File: src/rtl/frame_reader_pkg.sv
// frame_reader_pkg
//   Shared definitions for the frame reader: FSM state encoding, Wishbone
//   cycle-type (CTI) constants and a small elaboration-time helper.
package frame_reader_pkg;

  typedef enum logic [1:0] {
    IDLE       = 2'd0,
    WAIT_SPACE = 2'd1,
    BURST      = 2'd2,
    FRAME_END  = 2'd3
  } state_t;

  localparam logic [2:0] CTI_CLASSIC = 3'b000;
  localparam logic [2:0] CTI_INCR    = 3'b010;
  localparam logic [2:0] CTI_EOB     = 3'b111;

  function automatic int max_int(input int a, input int b);
    return (a > b) ? a : b;
  endfunction

endpackage

File: src/rtl/wshb_if.sv
// wshb_if
//   Wishbone B4 read-burst bundle used by the frame reader.
//   master modport: drives adr/cyc/stb/we/sel/cti/bte, receives dat_sm/ack.
//   slave modport : the mirror image.
interface wshb_if;
  logic [31:0] adr;
  logic [31:0] dat_sm;
  logic        ack;
  logic        cyc;
  logic        stb;
  logic        we;
  logic [3:0]  sel;
  logic [2:0]  cti;
  logic [1:0]  bte;

  modport master (
    output adr, cyc, stb, we, sel, cti, bte,
    input  dat_sm, ack
  );

  modport slave (
    input  adr, cyc, stb, we, sel, cti, bte,
    output dat_sm, ack
  );
endinterface

File: src/rtl/frame_reader_rst_sync.sv
// rst_sync
//   Two-flop reset synchroniser: assertion is asynchronous, de-assertion is
//   released to the clock domain after two rising edges.
//   clk        : destination clock
//   rst_n      : raw asynchronous active-low reset
//   rst_n_sync : active-low reset, asserted asynchronously, released synchronously
module rst_sync (
  input  logic clk,
  input  logic rst_n,
  output logic rst_n_sync
);

  logic [1:0] sync_q;

  always_ff @(posedge clk or negedge rst_n) begin
    if (!rst_n) begin
      sync_q <= '0;
    end else begin
      sync_q <= {sync_q[0], 1'b1};
    end
  end

  assign rst_n_sync = sync_q[1];

endmodule

File: src/rtl/frame_reader.sv
// frame_reader
//   Fetches a frame buffer (HDISP x VDISP 32-bit pixels) over Wishbone using
//   incrementing bursts and pushes every returned word into a downstream FIFO.
//   A burst is only issued once the FIFO has room for all of its beats.
//
//   Ports
//     clk, rst_n      : clock, asynchronous active-low reset
//     enable          : keep fetching frames while high
//     base_addr       : byte address of frame buffer A, sampled at frame start
//     resync          : pulse, restart fetching at pixel (0,0)
//     wshb_ifm        : Wishbone master (read-only bursts)
//     fifo_free       : free word count of the downstream FIFO
//     fifo_write      : FIFO write strobe (same cycle as ack)
//     fifo_wdata      : FIFO write data (dat_sm passed straight through)
//     frame_done      : one-cycle pulse once the last word of a frame is written
//
//   Build option FRAME_READER_DOUBLE_BUF_EN adds a second buffer:
//     base_addr_b     : byte address of frame buffer B
//     swap_req        : pulse, switch buffers at the next frame boundary
//     active_buf      : buffer currently being read (0 = A, 1 = B)
module frame_reader
  import frame_reader_pkg::*;
#(
  parameter int HDISP     = 800,
  parameter int VDISP     = 480,
  parameter int BURST_LEN = 8,
  parameter int FIFO_AW   = 8
) (
  input  logic               clk,
  input  logic               rst_n,
  input  logic               enable,
  input  logic [31:0]        base_addr,
  input  logic               resync,
  wshb_if.master             wshb_ifm,
  input  logic [FIFO_AW:0]   fifo_free,
  output logic               fifo_write,
  output logic [31:0]        fifo_wdata,
  output logic               frame_done
`ifdef FRAME_READER_DOUBLE_BUF_EN
  ,
  input  logic [31:0]        base_addr_b,
  input  logic               swap_req,
  output logic               active_buf
`endif
);

  localparam int TOTAL = HDISP * VDISP;
  localparam int PW    = $clog2(TOTAL + 1);
  // Common width for burst-length / free-space arithmetic so that the
  // comparisons never truncate whichever operand happens to be widest.
  localparam int CW    = max_int(max_int(PW, $clog2(BURST_LEN + 1)), FIFO_AW + 1) + 1;

  logic          rst_n_sync;
  state_t        state;
  logic [PW-1:0] ptr;
  logic [PW-1:0] ptr_inc;
  logic [31:0]   frame_base;
  logic          resync_pend;
  logic [CW-1:0] beat_cnt;
  logic [CW-1:0] remaining;
  logic [CW-1:0] blen;
  logic          last_beat;
  logic          cyc_q;
  logic          stb_q;
  logic [2:0]    cti_q;
  logic [31:0]   sel_base;   // base for restarts inside the current buffer
  logic [31:0]   fe_base;    // base taken at a frame boundary

  rst_sync u_rst_sync (
    .clk        (clk),
    .rst_n      (rst_n),
    .rst_n_sync (rst_n_sync)
  );

`ifdef FRAME_READER_DOUBLE_BUF_EN
  logic swap_pend;
  logic act_q;

  always_ff @(posedge clk or negedge rst_n_sync) begin
    if (!rst_n_sync) begin
      swap_pend <= 1'b0;
      act_q     <= 1'b0;
    end else if (state == FRAME_END) begin
      if (swap_pend || swap_req) begin
        act_q <= ~act_q;
      end
      swap_pend <= 1'b0;
    end else if (swap_req) begin
      swap_pend <= 1'b1;
    end
  end

  // At the frame boundary the toggle and the base reload happen on the same
  // edge, so the new base is chosen from the post-toggle buffer index.
  always_comb begin
    sel_base = act_q ? base_addr_b : base_addr;
    fe_base  = (act_q ^ (swap_pend | swap_req)) ? base_addr_b : base_addr;
  end

  assign active_buf = act_q;
`else
  always_comb begin
    sel_base = base_addr;
    fe_base  = base_addr;
  end
`endif

  always_comb begin
    remaining = CW'(TOTAL) - CW'(ptr);
    blen      = (remaining < CW'(BURST_LEN)) ? remaining : CW'(BURST_LEN);
    ptr_inc   = ptr + PW'(1);
    last_beat = (beat_cnt == CW'(1));
  end

  always_ff @(posedge clk or negedge rst_n_sync) begin
    if (!rst_n_sync) begin
      state       <= IDLE;
      ptr         <= '0;
      frame_base  <= '0;
      resync_pend <= 1'b0;
      beat_cnt    <= '0;
      cyc_q       <= 1'b0;
      stb_q       <= 1'b0;
      cti_q       <= CTI_CLASSIC;
      frame_done  <= 1'b0;
    end else begin
      frame_done <= 1'b0;
      case (state)
        IDLE: begin
          if (enable || resync) begin
            ptr        <= '0;
            frame_base <= sel_base;
          end
          if (enable) begin
            state <= WAIT_SPACE;
          end
        end

        WAIT_SPACE: begin
          if (resync) begin
            ptr        <= '0;
            frame_base <= sel_base;
          end else if (CW'(fifo_free) >= blen) begin
            state    <= BURST;
            cyc_q    <= 1'b1;
            stb_q    <= 1'b1;
            beat_cnt <= blen;
            cti_q    <= (blen == CW'(1)) ? CTI_EOB : CTI_INCR;
          end
        end

        BURST: begin
          // The burst always runs to completion; resync is only recorded here.
          if (resync) begin
            resync_pend <= 1'b1;
          end
          if (wshb_ifm.ack) begin
            ptr      <= ptr_inc;
            beat_cnt <= beat_cnt - CW'(1);
            if (beat_cnt == CW'(2)) begin
              cti_q <= CTI_EOB;
            end
            if (last_beat) begin
              cyc_q       <= 1'b0;
              stb_q       <= 1'b0;
              cti_q       <= CTI_CLASSIC;
              resync_pend <= 1'b0;
              if (resync_pend || resync) begin
                ptr        <= '0;
                frame_base <= sel_base;
                state      <= enable ? WAIT_SPACE : IDLE;
              end else if (ptr_inc == PW'(TOTAL)) begin
                state      <= FRAME_END;
                frame_done <= 1'b1;
              end else begin
                state <= enable ? WAIT_SPACE : IDLE;
              end
            end
          end
        end

        FRAME_END: begin
          ptr        <= '0;
          frame_base <= fe_base;
          state      <= enable ? WAIT_SPACE : IDLE;
        end

        default: begin
          state <= IDLE;
        end
      endcase
    end
  end

  assign wshb_ifm.adr = frame_base + (32'(ptr) << 2);
  assign wshb_ifm.cyc = cyc_q;
  assign wshb_ifm.stb = stb_q;
  assign wshb_ifm.we  = 1'b0;
  assign wshb_ifm.sel = '1;
  assign wshb_ifm.cti = cti_q;
  assign wshb_ifm.bte = '0;

  assign fifo_write = (state == BURST) & wshb_ifm.ack;
  assign fifo_wdata = wshb_ifm.dat_sm;

endmodule

File: src/flat_wrapper.sv
// flat-port wrapper written by rule: the top's interface ports become plain ports
module frame_reader_flat import frame_reader_pkg::*;
#(
  parameter int HDISP     = 800,
  parameter int VDISP     = 480,
  parameter int BURST_LEN = 8,
  parameter int FIFO_AW   = 8
)
  (clk, rst_n, enable, base_addr, resync, fifo_free, fifo_write, fifo_wdata, frame_done, wshb_ifm_adr, wshb_ifm_cyc, wshb_ifm_stb, wshb_ifm_we, wshb_ifm_sel, wshb_ifm_cti, wshb_ifm_bte, wshb_ifm_dat_sm, wshb_ifm_ack);
  wshb_if wshb_ifm_i ();
  input  logic clk;
  input  logic rst_n;
  input  logic enable;
  input  logic [31:0] base_addr;
  input  logic resync;
  input  logic [FIFO_AW:0] fifo_free;
  output logic fifo_write;
  output logic [31:0] fifo_wdata;
  output logic frame_done;
  output wire logic [$bits(wshb_ifm_i.adr)-1:0] wshb_ifm_adr;
  output wire logic [$bits(wshb_ifm_i.cyc)-1:0] wshb_ifm_cyc;
  output wire logic [$bits(wshb_ifm_i.stb)-1:0] wshb_ifm_stb;
  output wire logic [$bits(wshb_ifm_i.we)-1:0] wshb_ifm_we;
  output wire logic [$bits(wshb_ifm_i.sel)-1:0] wshb_ifm_sel;
  output wire logic [$bits(wshb_ifm_i.cti)-1:0] wshb_ifm_cti;
  output wire logic [$bits(wshb_ifm_i.bte)-1:0] wshb_ifm_bte;
  input wire logic [$bits(wshb_ifm_i.dat_sm)-1:0] wshb_ifm_dat_sm;
  input wire logic [$bits(wshb_ifm_i.ack)-1:0] wshb_ifm_ack;
  assign wshb_ifm_adr = wshb_ifm_i.adr;
  assign wshb_ifm_cyc = wshb_ifm_i.cyc;
  assign wshb_ifm_stb = wshb_ifm_i.stb;
  assign wshb_ifm_we = wshb_ifm_i.we;
  assign wshb_ifm_sel = wshb_ifm_i.sel;
  assign wshb_ifm_cti = wshb_ifm_i.cti;
  assign wshb_ifm_bte = wshb_ifm_i.bte;
  assign wshb_ifm_i.dat_sm = wshb_ifm_dat_sm;
  assign wshb_ifm_i.ack = wshb_ifm_ack;
  frame_reader #(.HDISP(HDISP), .VDISP(VDISP), .BURST_LEN(BURST_LEN), .FIFO_AW(FIFO_AW)) u_core (.clk(clk), .rst_n(rst_n), .enable(enable), .base_addr(base_addr), .resync(resync), .wshb_ifm(wshb_ifm_i), .fifo_free(fifo_free), .fifo_write(fifo_write), .fifo_wdata(fifo_wdata), .frame_done(frame_done));
endmodule
File: config.mk
export PLATFORM = sky130hd
export DESIGN_NAME = frame_reader_flat
export DESIGN_NICKNAME = d
export VERILOG_FILES = /design/src/rtl/frame_reader_pkg.sv /design/src/rtl/wshb_if.sv /design/src/rtl/frame_reader_rst_sync.sv /design/src/rtl/frame_reader.sv /design/src/flat_wrapper.sv
export SDC_FILE = /design/constraint.sdc
export NUM_CORES = 1
export LEC_CHECK = 0
export BUFFER_PORTS_ARGS = -buffer_cell sky130_fd_sc_hd__clkbuf_2
export CORE_MARGIN = 2
export CORE_UTILIZATION = 49
export CTS_CLUSTER_DIAMETER = 50
export DETAILED_ROUTE_END_ITERATION = 7
export PLACE_DENSITY = 0.78
export SKIP_CTS_REPAIR_TIMING = 1
export SLEW_MARGIN = 30
export SYNTH_ARGS = -nofsm -noshare
export SYNTH_HDL_FRONTEND = slang
export SYNTH_SLANG_ARGS = --single-unit
File: constraint.sdc
create_clock -name clk -period 2.5 [get_ports clk]
set_input_delay 0.125 -clock clk [delete_from_list [all_inputs] [get_ports clk]]
set_output_delay 0.125 -clock clk [all_outputs]
set_load 0.02 [all_outputs]
Word level (Yosys, flattened, before mapping)
Cells that the tools add are included.
Storage, ports and cells
  register bits after elaboration: 81
  output and inout bits: 78
  logic and storage cells: 88
Cells by class
  $add $sub $neg: 4
  magnitude comparators: 2
  eq/ne operators: 16
  muxes and demuxes: 46
  bitwise gates (word level): 1
  reductions and logical operators: 10
Operators with widths (number)
  $mux 32: 5
  $pmux 32 s4: 1
  $mux 19: 5
  $mux 20: 4
  $pmux 19 s4: 1
  $eq 20x1->1 const B: 2
  $pmux 20 s2: 1
  $add 32x21->32: 1
  $eq 20x2->1 const B: 1
  $ge 9x20->1: 1
  $lt 20x4->1 const B: 1
  $reduce_and 5->1: 4
  $sub 19x19->20 const A: 1
  $sub 20x1->20 const B: 1
  $add 19x1->19 const B: 1
  $eq 19x19->1 const B: 1
  $mux 3: 6
  $mux 2: 7
  $mux 1: 13
  $ne 2x1->1 const B: 4
  $ne 2x2->1 const B: 4
  $pmux 2 s4: 1
  $pmux 3 s2: 1
  $eq 2x2->1 const B: 2
  9 further kinds: 10

Depth between registers and ports, before layout
Gate-level depths: netlist of the first run.
  word-level depth: 8
  gate-level depth with buffers: 18

Hierarchy
Synthesis of the first run repeated with hierarchy kept, for this count alone.
Second synthesis, totals
  cell total of the unflattened synthesis: 681
  area total of the unflattened synthesis: 5939.4 µm²
Modules (own cells, without submodules)
  frame_reader: times used 1, cells each 678, area an instance 5885.6 µm²
  rst_sync: times used 1, cells each 3, area an instance 53.8 µm²

Worst setup path after synthesis of the first run
OpenSTA, ideal clock, no wires.
  path kind: register to register
  start: register u_core.ptr[0]
  end: register u_core.beat_cnt[12]
  data arrival time: 3954 ps
  required time: 2390 ps
  setup slack: -1565 ps
  stages on the path, launching flop included: 19
  path buffers: 3
  period minus slack after synthesis: 4065 ps
  cell sequence: dfrtp_1 buf_6 inv_1 ha_1 or3b_1 a211oi_2 a41oi_1 or4_4 a2111oi_4 and2_4 ha_1 nor2_1 a21oi_1 o31ai_1 a22o_1 clkbuf_1 clkbuf_1 o21ai_0 o41ai_1
On the way
  word-level cells in the longest chain between the ends: 6
  elaborated cells on any way between the ends: 9
  those cells by class: add/sub (1); order compare (2); eq/ne (1); mux (4); reduce/logical (1)
Ends and longest elaborated chain
  start: declaration: RTL line frame_reader.sv:55  | logic [PW-1:0] ptr;
  start signal: assignment: RTL line frame_reader.sv:158  | ptr <= ptr_inc;
  $sub 19x19->20 *: RTL line frame_reader.sv:109  | remaining = CW'(TOTAL) - CW'(ptr);
  $lt 20x4->1: RTL line frame_reader.sv:110  | blen = (remaining < CW'(BURST_LEN)) ? remaining : CW'(BURST_LEN);
  $mux 20 *: RTL line frame_reader.sv:110
  $ge 9x20->1 or $mux 20 (tied branches): RTL line frame_reader.sv:143  | end else if (CW'(fifo_free) >= blen) begin
  $ne 2x1->1 (no source line) or $mux 20 (tied branches)
  $reduce_and 4->1 (no source line) or $pmux 20 s2 (tied branches)
  end signal: assignment: RTL line frame_reader.sv:147  | beat_cnt <= blen;
  end signal: assignment: RTL line frame_reader.sv:159  | beat_cnt <= beat_cnt - CW'(1);
  end: declaration: RTL line frame_reader.sv:59  | logic [CW-1:0] beat_cnt;
Every way passes the cells marked *; elsewhere a longest branch is shown, timed or not. The select of a mux whose other input is x is not followed.
A chain may end at the register's enable or synchronous reset.

Worst setup path after layout of the first run
  start: register u_core.ptr[0]
  end: register u_core.beat_cnt[0]
Same word-level chain as after synthesis.

==> results of run 1 <==
power breakdown:
part	total [W]	switching [W]	internal (W)	leakage, nW
sequential	0.00213	0.000430	0.00170	0.997
combinational	0.00438	0.00221	0.00217	2.65
clock	0.00124	0.000521	0.000718	0.134
worst max path at each step:
stage / from / endpoint / slack, ns / depth (start not counted)
2_1_floorplan: u_core.ptr[0]$_DFFE_PN0P_ / u_core.beat_cnt[0]$_DFFE_PN0P_ / -1.15 / 17
3_3_place_gp: u_core.ptr[0]$_DFFE_PN0P_ / u_core.beat_cnt[0]$_DFFE_PN0P_ / -1.13 / 16
3_5_place_dp: u_core.ptr[0]$_DFFE_PN0P_ / u_core.beat_cnt[0]$_DFFE_PN0P_ / -1.24 / 16
4_1_cts: u_core.ptr[0]$_DFFE_PN0P_ / u_core.beat_cnt[0]$_DFFE_PN0P_ / -1.25 / 16
5_1_grt: u_core.ptr[0]$_DFFE_PN0P_ / u_core.beat_cnt[0]$_DFFE_PN0P_ / -1.43 / 16
6_report: u_core.ptr[0]$_DFFE_PN0P_ / u_core.beat_cnt[0]$_DFFE_PN0P_ / -1.22 / 16
sequential cells by signal (all words and copies together) (netlist names):
signal,count
u_core.beat_cnt,20
u_core.wshb_ifm.stb,1
u_core.state,2
u_core.frame_done,1
u_core.u_rst_sync.sync_q,2
u_core.ptr,19
u_core.resync_pend,1
u_core.wshb_ifm.cti,2
u_core.frame_base,32
area by class of cell:
class                      count  share of cell area
tap                          147              0.0228
timing repair buffer         224               0.209
sequential                    80               0.250
inverter                      21              0.0101
clock buffer                  12              0.0319
clock inverter                 3             0.00218
multi-input combinational    497               0.474
cells by family (layout without fill, tap and decap cells):
kind of cell | after synthesis | after routing | synth area share
AO/OA/AOI/OAI | 182 | 182 | 0.203
XOR/XNOR | 38 | 38 | 0.0566
adder cells (fa/ha/maj) | 34 | 34 | 0.0736
buffers and inverters | 96 | 260 | 0.0930
flip-flops | 80 | 80 | 0.341
multiplexers | 32 | 32 | 0.0611
other | 2 | 13 | 0.00128
AND/OR/NAND/NOR | 198 | 198 | 0.171
synthesized netlist by cell type (8+ instances only):
master    number
dfrtp_1       80
o21ai_0       58
nor2_1        57
buf_4         45
nand2_1       41
a21oi_1       37
ha_1          33
mux2_2        31
xnor2_1       26
inv_1         20
clkbuf_1      19
nand3_1       14
nor3_1        14
o31ai_1       12
xor2_1        12
nand4_1       11
a21o_1        10
and3_1        10
nor4_1        10
or3_1         10
buf_2          8
nor2b_1        8
through the flow:
| step | setup TNS [ns] | worst slack (ns) |
|---|---|---|
| after floorplan | -28.22 | -1.15 |
| after global placement | -32.83 | -1.13 |
| after detailed placement | -36.42 | -1.24 |
| after CTS | -47.26 | -1.25 |
| after global routing | -48.00 | -1.43 |
| final | -39.07 | -1.22 |
metal layers:
layer,track usage,vias up,share of wire
li1,-,2698,-
met1,0.312,2825,0.40
met2,0.444,238,0.51
met3,0.0505,49,0.059
met4,0.109,0,0.026
met5,0,-,0
worst max-delay path, stage by stage (launching register included):
cell and delay (ns):
dfrtp_2 0.45, inv_4 0.07, ha_4 0.12, or3b_4 0.37, a211oi_2 0.17, a41oi_2 0.05
or4_4 0.50, a2111oi_4 0.34, and2_4 0.24, ha_4 0.19, nor2_1 0.08, a21oi_1 0.07
o31ai_1 0.19, a22o_2 0.26, buf_12 0.15, nor2_4 0.04, a221o_1 0.30
==> flow_summary.json, run 1 <==
{
  "status": "finished with violations",
  "violations": "negative setup slack",
  "final-setup-viol-count": 50,
  "area_growth_pct": 37.0,
  "layout_setup_ws_ns": -1.22,
  "holdCritStartpoint": "base_addr[3]",
  "drt-vias-per-instance": 5.90,
  "num_rows": 40,
  "hold_depth": 3,
  "post_drt_wl_per_cell_um": 18.0,
  "synth.avg_cell_area_sq_um": 8.88,
  "final_hold_viol_count": 0,
  "clk_pin_slew_ns": 0.06,
  "first_pass_iters": 7,
  "critical_path_arrival_ns": 3.95,
  "dp_cells": 953,
  "dp_hpwl_um": 12200,
  "leakagePower_nw": 3.78,
  "hold_path_class": "in2reg",
  "coreArea_sq_um": 11900,
  "numCtsBuffers": 9,
  "die_h_um": 114,
  "place.gp.congestion": 0.932,
  "die_w_um": 114,
  "ys.flop_type": "dfrtp_1",
  "synth_area_leader_cell": "dfrtp_1",
  "r2r_start": "u_core.ptr[0]$_DFFE_PN0P_",
  "clockBufferDepth": 2,
  "fmax_mhz": 269,
  "multi_input_area_sq_um": 3820,
  "cellPowerDensity_nw_per_um2": 963,
  "yosysWarnings": 0,
  "synth_area_sq_um": 5880,
  "drt-total-wl_um": 17700,
  "skew_ns": 0.00371,
  "initial_core_util": 0.496,
  "grt_pass1_wl_um": 26800,
  "clk_latency_ns": 0.34,
  "seqCellArea_sq_um": 2010,
  "num_vias": 5810,
  "hold_ws_ns": 0.00740,
  "fin_cells": 984,
  "postRouteAntennaNets": 0,
  "timing.reg2reg.setup_slack_ns": -1.22,
  "post-route-util": 0.679,
  "r2r_end": "u_core.beat_cnt[0]$_DFFE_PN0P_",
  "grt.total_usage": 0.256,
  "required_ns": 2.72,
  "antenna_found_initial": 0,
  "htree_levels": 3,
  "io_pins": 156,
  "hold_path_end": "u_core.frame_base[3]$_DFFE_PN0P_",
  "syn_inst": 662,
  "start_kind": "flip-flop",
  "r2r_cells": 16,
  "cts_sinks": 80,
  "portBuffers": 84,
  "drc": 0,
  "grt_pass1_vias": 5703,
  "synth_top_area_frac": 0.341,
  "overflow": 0,
  "maxSlewHeadroom": 0.596,
  "placed_cell_area_sq_um": 7180,
  "worst_setup_path_end_kind": "flip-flop",
  "nFillCells": 846,
  "ys_top_cells_by_area": "dfrtp_1, ha_1, mux2_2, buf_4, o21ai_0",
  "fin_area_sq_um": 8050,
  "synth_edf_count": 0,
  "period_share": 1.49,
  "die-area_sq_um": 12900,
  "grt_max_degree": 42,
  "drv_slew": 0,
  "cts_tree": "built",
  "min_period_ns": 3.72,
  "final_common_cell": "buf_4",
  "drv_cap": 0,
  "ys_seq_elements": 80,
  "rsz0062_at_grt": "yes",
  "design_power_total_w": 0.00776,
  "worstMarginPinSlew_ns": 0.605,
  "ys_seq_area_frac": 0.341,
  "async_reset_ff_frac": 1.00,
  "crit_type": "reg2reg",
  "dr.first_iter.drc_count": 417,
  "cts_root_buf": "clkbuf_16",
  "nets": 945,
  "ir_drop_v": 0.000533,
  "num_antenna_cells": 0,
  "crit_fanout": 9,
  "layout-drive-gt1-share": 0.422,
  "layout_common_cells": "buf_4, dfrtp_1, clkbuf_2",
  "ys_types": 70
}
(Power assumes the default switching activity.)
==> run 2, diff against run 1 <==
--- a/config.mk
+++ b/config.mk
@@ -6,11 +6,13 @@
 export NUM_CORES = 1
 export LEC_CHECK = 0
 export BUFFER_PORTS_ARGS = -buffer_cell sky130_fd_sc_hd__clkbuf_2
+export CORE_ASPECT_RATIO = 0.9
 export CORE_MARGIN = 2
-export CORE_UTILIZATION = 49
+export CORE_UTILIZATION = 58
 export CTS_CLUSTER_DIAMETER = 50
 export DETAILED_ROUTE_END_ITERATION = 7
-export PLACE_DENSITY = 0.78
+export HOLD_SLACK_MARGIN = 0.12
+export PLACE_DENSITY = 0.87
 export SKIP_CTS_REPAIR_TIMING = 1
 export SLEW_MARGIN = 30
 export SYNTH_ARGS = -nofsm -noshare
==> constraint.sdc (replaced) <==
create_clock -name clk -period 4.8 [get_ports clk]
set_input_delay 0.24 -clock clk [delete_from_list [all_inputs] [get_ports clk]]
set_output_delay 0.24 -clock clk [all_outputs]
set_load 0.02 [all_outputs]
==> flow_summary.json, run 2 (same netlist as run 1, synthesis figures left out) <==
{
  "status": "completed",
  "num_rows": 34,
  "worstMarginPinSlew_ns": 0.953,
  "hold_path_class": "in2reg",
  "cellPowerDensity_nw_per_um2": 524,
  "num_vias": 5233,
  "rsz0062_at_grt": "no",
  "cts_sinks": 80,
  "first_pass_iters": 6,
  "grt_max_degree": 43,
  "final-setup-viol-count": 0,
  "cts_tree": "built",
  "leakagePower_nw": 2.97,
  "clockBufferDepth": 2,
  "grt.total_usage": 0.271,
  "final_hold_viol_count": 0,
  "num_antenna_cells": 0,
  "worst_setup_path_end_kind": "flip-flop",
  "postRouteAntennaNets": 0,
  "maxSlewHeadroom": 0.364,
  "r2r_start": "u_core.ptr[1]$_DFFE_PN0P_",
  "fin_cells": 829,
  "crit_path_top_delay_cell": "or4_4",
  "dp_hpwl_um": 10700,
  "cts_root_buf": "clkbuf_16",
  "required_ns": 5.06,
  "crit_path_frequent_cell": "a21oi_1",
  "drv_slew": 0,
  "period_share": 0.909,
  "regMostFlops": "u_core.frame_base",
  "layout_common_cells": "clkbuf_2, dfrtp_1, o21ai_0",
  "fmax_mhz": 229,
  "start_kind": "flip-flop",
  "place.gp.congestion": 0.925,
  "layout-drive-gt1-share": 0.216,
  "antenna_found_initial": 0,
  "drt-total-wl_um": 14600,
  "htree_levels": 3,
  "die_h_um": 99.5,
  "die-area_sq_um": 11000,
  "coreArea_sq_um": 9780,
  "dr.first_iter.drc_count": 490,
  "ir_drop_v": 0.000374,
  "crit_fanout": 17,
  "cp-startpoint": "u_core.ptr[1]$_DFFE_PN0P_",
  "min_period_ns": 4.36,
  "cp_top_family": "compound AO/OA/AOI/OAI gates",
  "crit_type": "reg2reg",
  "grt_pass1_wl_um": 23500,
  "area_growth_pct": 9.49,
  "largest_reg_flops": 32,
  "critical_path_arrival_ns": 4.62,
  "post_drt_wl_per_cell_um": 17.7,
  "final_common_cell": "clkbuf_2",
  "portBuffers": 84,
  "path_cells": "inv_1, ha_1, or3b_1, a211oi_2, a41oi_1, or4_4, a2111oi_4, and2_4, ha_1, nor2_1, a21oi_1, o31ai_1, a22o_2, buf_4, a21oi_1, a21oi_1",
  "io_pins": 156,
  "overflow": 0,
  "reg.largest.list": "u_core.frame_base (32), u_core.beat_cnt (20), u_core.ptr (19)",
  "grt_pass1_vias": 5020,
  "drv_cap": 0,
  "drc": 0,
  "nets": 812,
  "drt-vias-per-instance": 6.31,
  "crit_path_max_incr_delay_ns": 0.56,
  "numCtsBuffers": 9,
  "clk_pin_slew_ns": 0.07,
  "dp_cells": 813,
  "setup_tns_ns": 0,
  "skew_ns": 0.0120,
  "clk_latency_ns": 0.34,
  "holdCritStartpoint": "base_addr[21]",
  "crit_buf_inv": 2,
  "initial_core_util": 0.601,
  "die_w_um": 110
}
==> run 2: cell types whose count changed in the layout (fill, tap and decap cells not counted), sizes merged <==
cell,previous run,this run
buf,162,6
clkbuf,73,93
bufinv,0,2
clkinvlp,1,0
inv,20,21
==> run 2: through the flow <==
stage | worst slack, ns | area [sq um] | util | power, W | hold slack [ns]
3_3_place_gp | 0.600 | 6080 | 0.622 | 0.00253 | 0.0264
4_1_cts | 0.286 | 6410 | 0.655 | 0.00335 | -0.326
3_5_place_dp | 0.315 | 6100 | 0.624 | 0.00261 | 0.0275
2_1_floorplan | 0.735 | 5920 | - | 0.00224 | -0.0556
6_report | 0.439 | 6440 | 0.658 | 0.00337 | 0.126
5_1_grt | 0.0796 | 6440 | 0.658 | 0.00359 | 0.125
==> run 2: cell type report <==
type,instances,area (sq um)
well taps,126,158
clock inverters,5,82.6
multi-input cells,497,3390
inverters,21,78.8
fillers,755,3350
repair buffers,91,495
clock buffers,9,225
flip-flops and latches,80,2010
==> run 2: routing by layer <==
layer,part of all wire,global-route usage,wire length [um]
met1,0.41,0.347,5930
met2,0.49,0.451,7150
met3,0.087,0.0550,1270
met4,0.020,0.102,293
met5,0,0,0
==> run 2: power by group <==
group / switching, W / total (W) / internal (W)
clock network: 0.000284 / 0.000736 / 0.000452
logic: 0.000912 / 0.00153 / 0.000622
registers: 0.000213 / 0.00110 / 0.000887
==> run 2: path summary, 6_finish.rpt <==
check,to,cells after the start,slack (ns)
max,u_core.beat_cnt[5]$_DFFE_PN0P_,16,0.44
min,u_core.frame_base[21]$_DFFE_PN0P_,2,0.13
max reg2reg,u_core.beat_cnt[5]$_DFFE_PN0P_,16,0.44
min reg2reg,u_core.frame_base[3]$_DFFE_PN0P_,0,0.31
max in group asynchronous,u_core.ptr[10]$_DFFE_PN0P_,1,3.88
min in group asynchronous,u_core.u_rst_sync.sync_q[1]$_DFF_PN0_,2,0.21
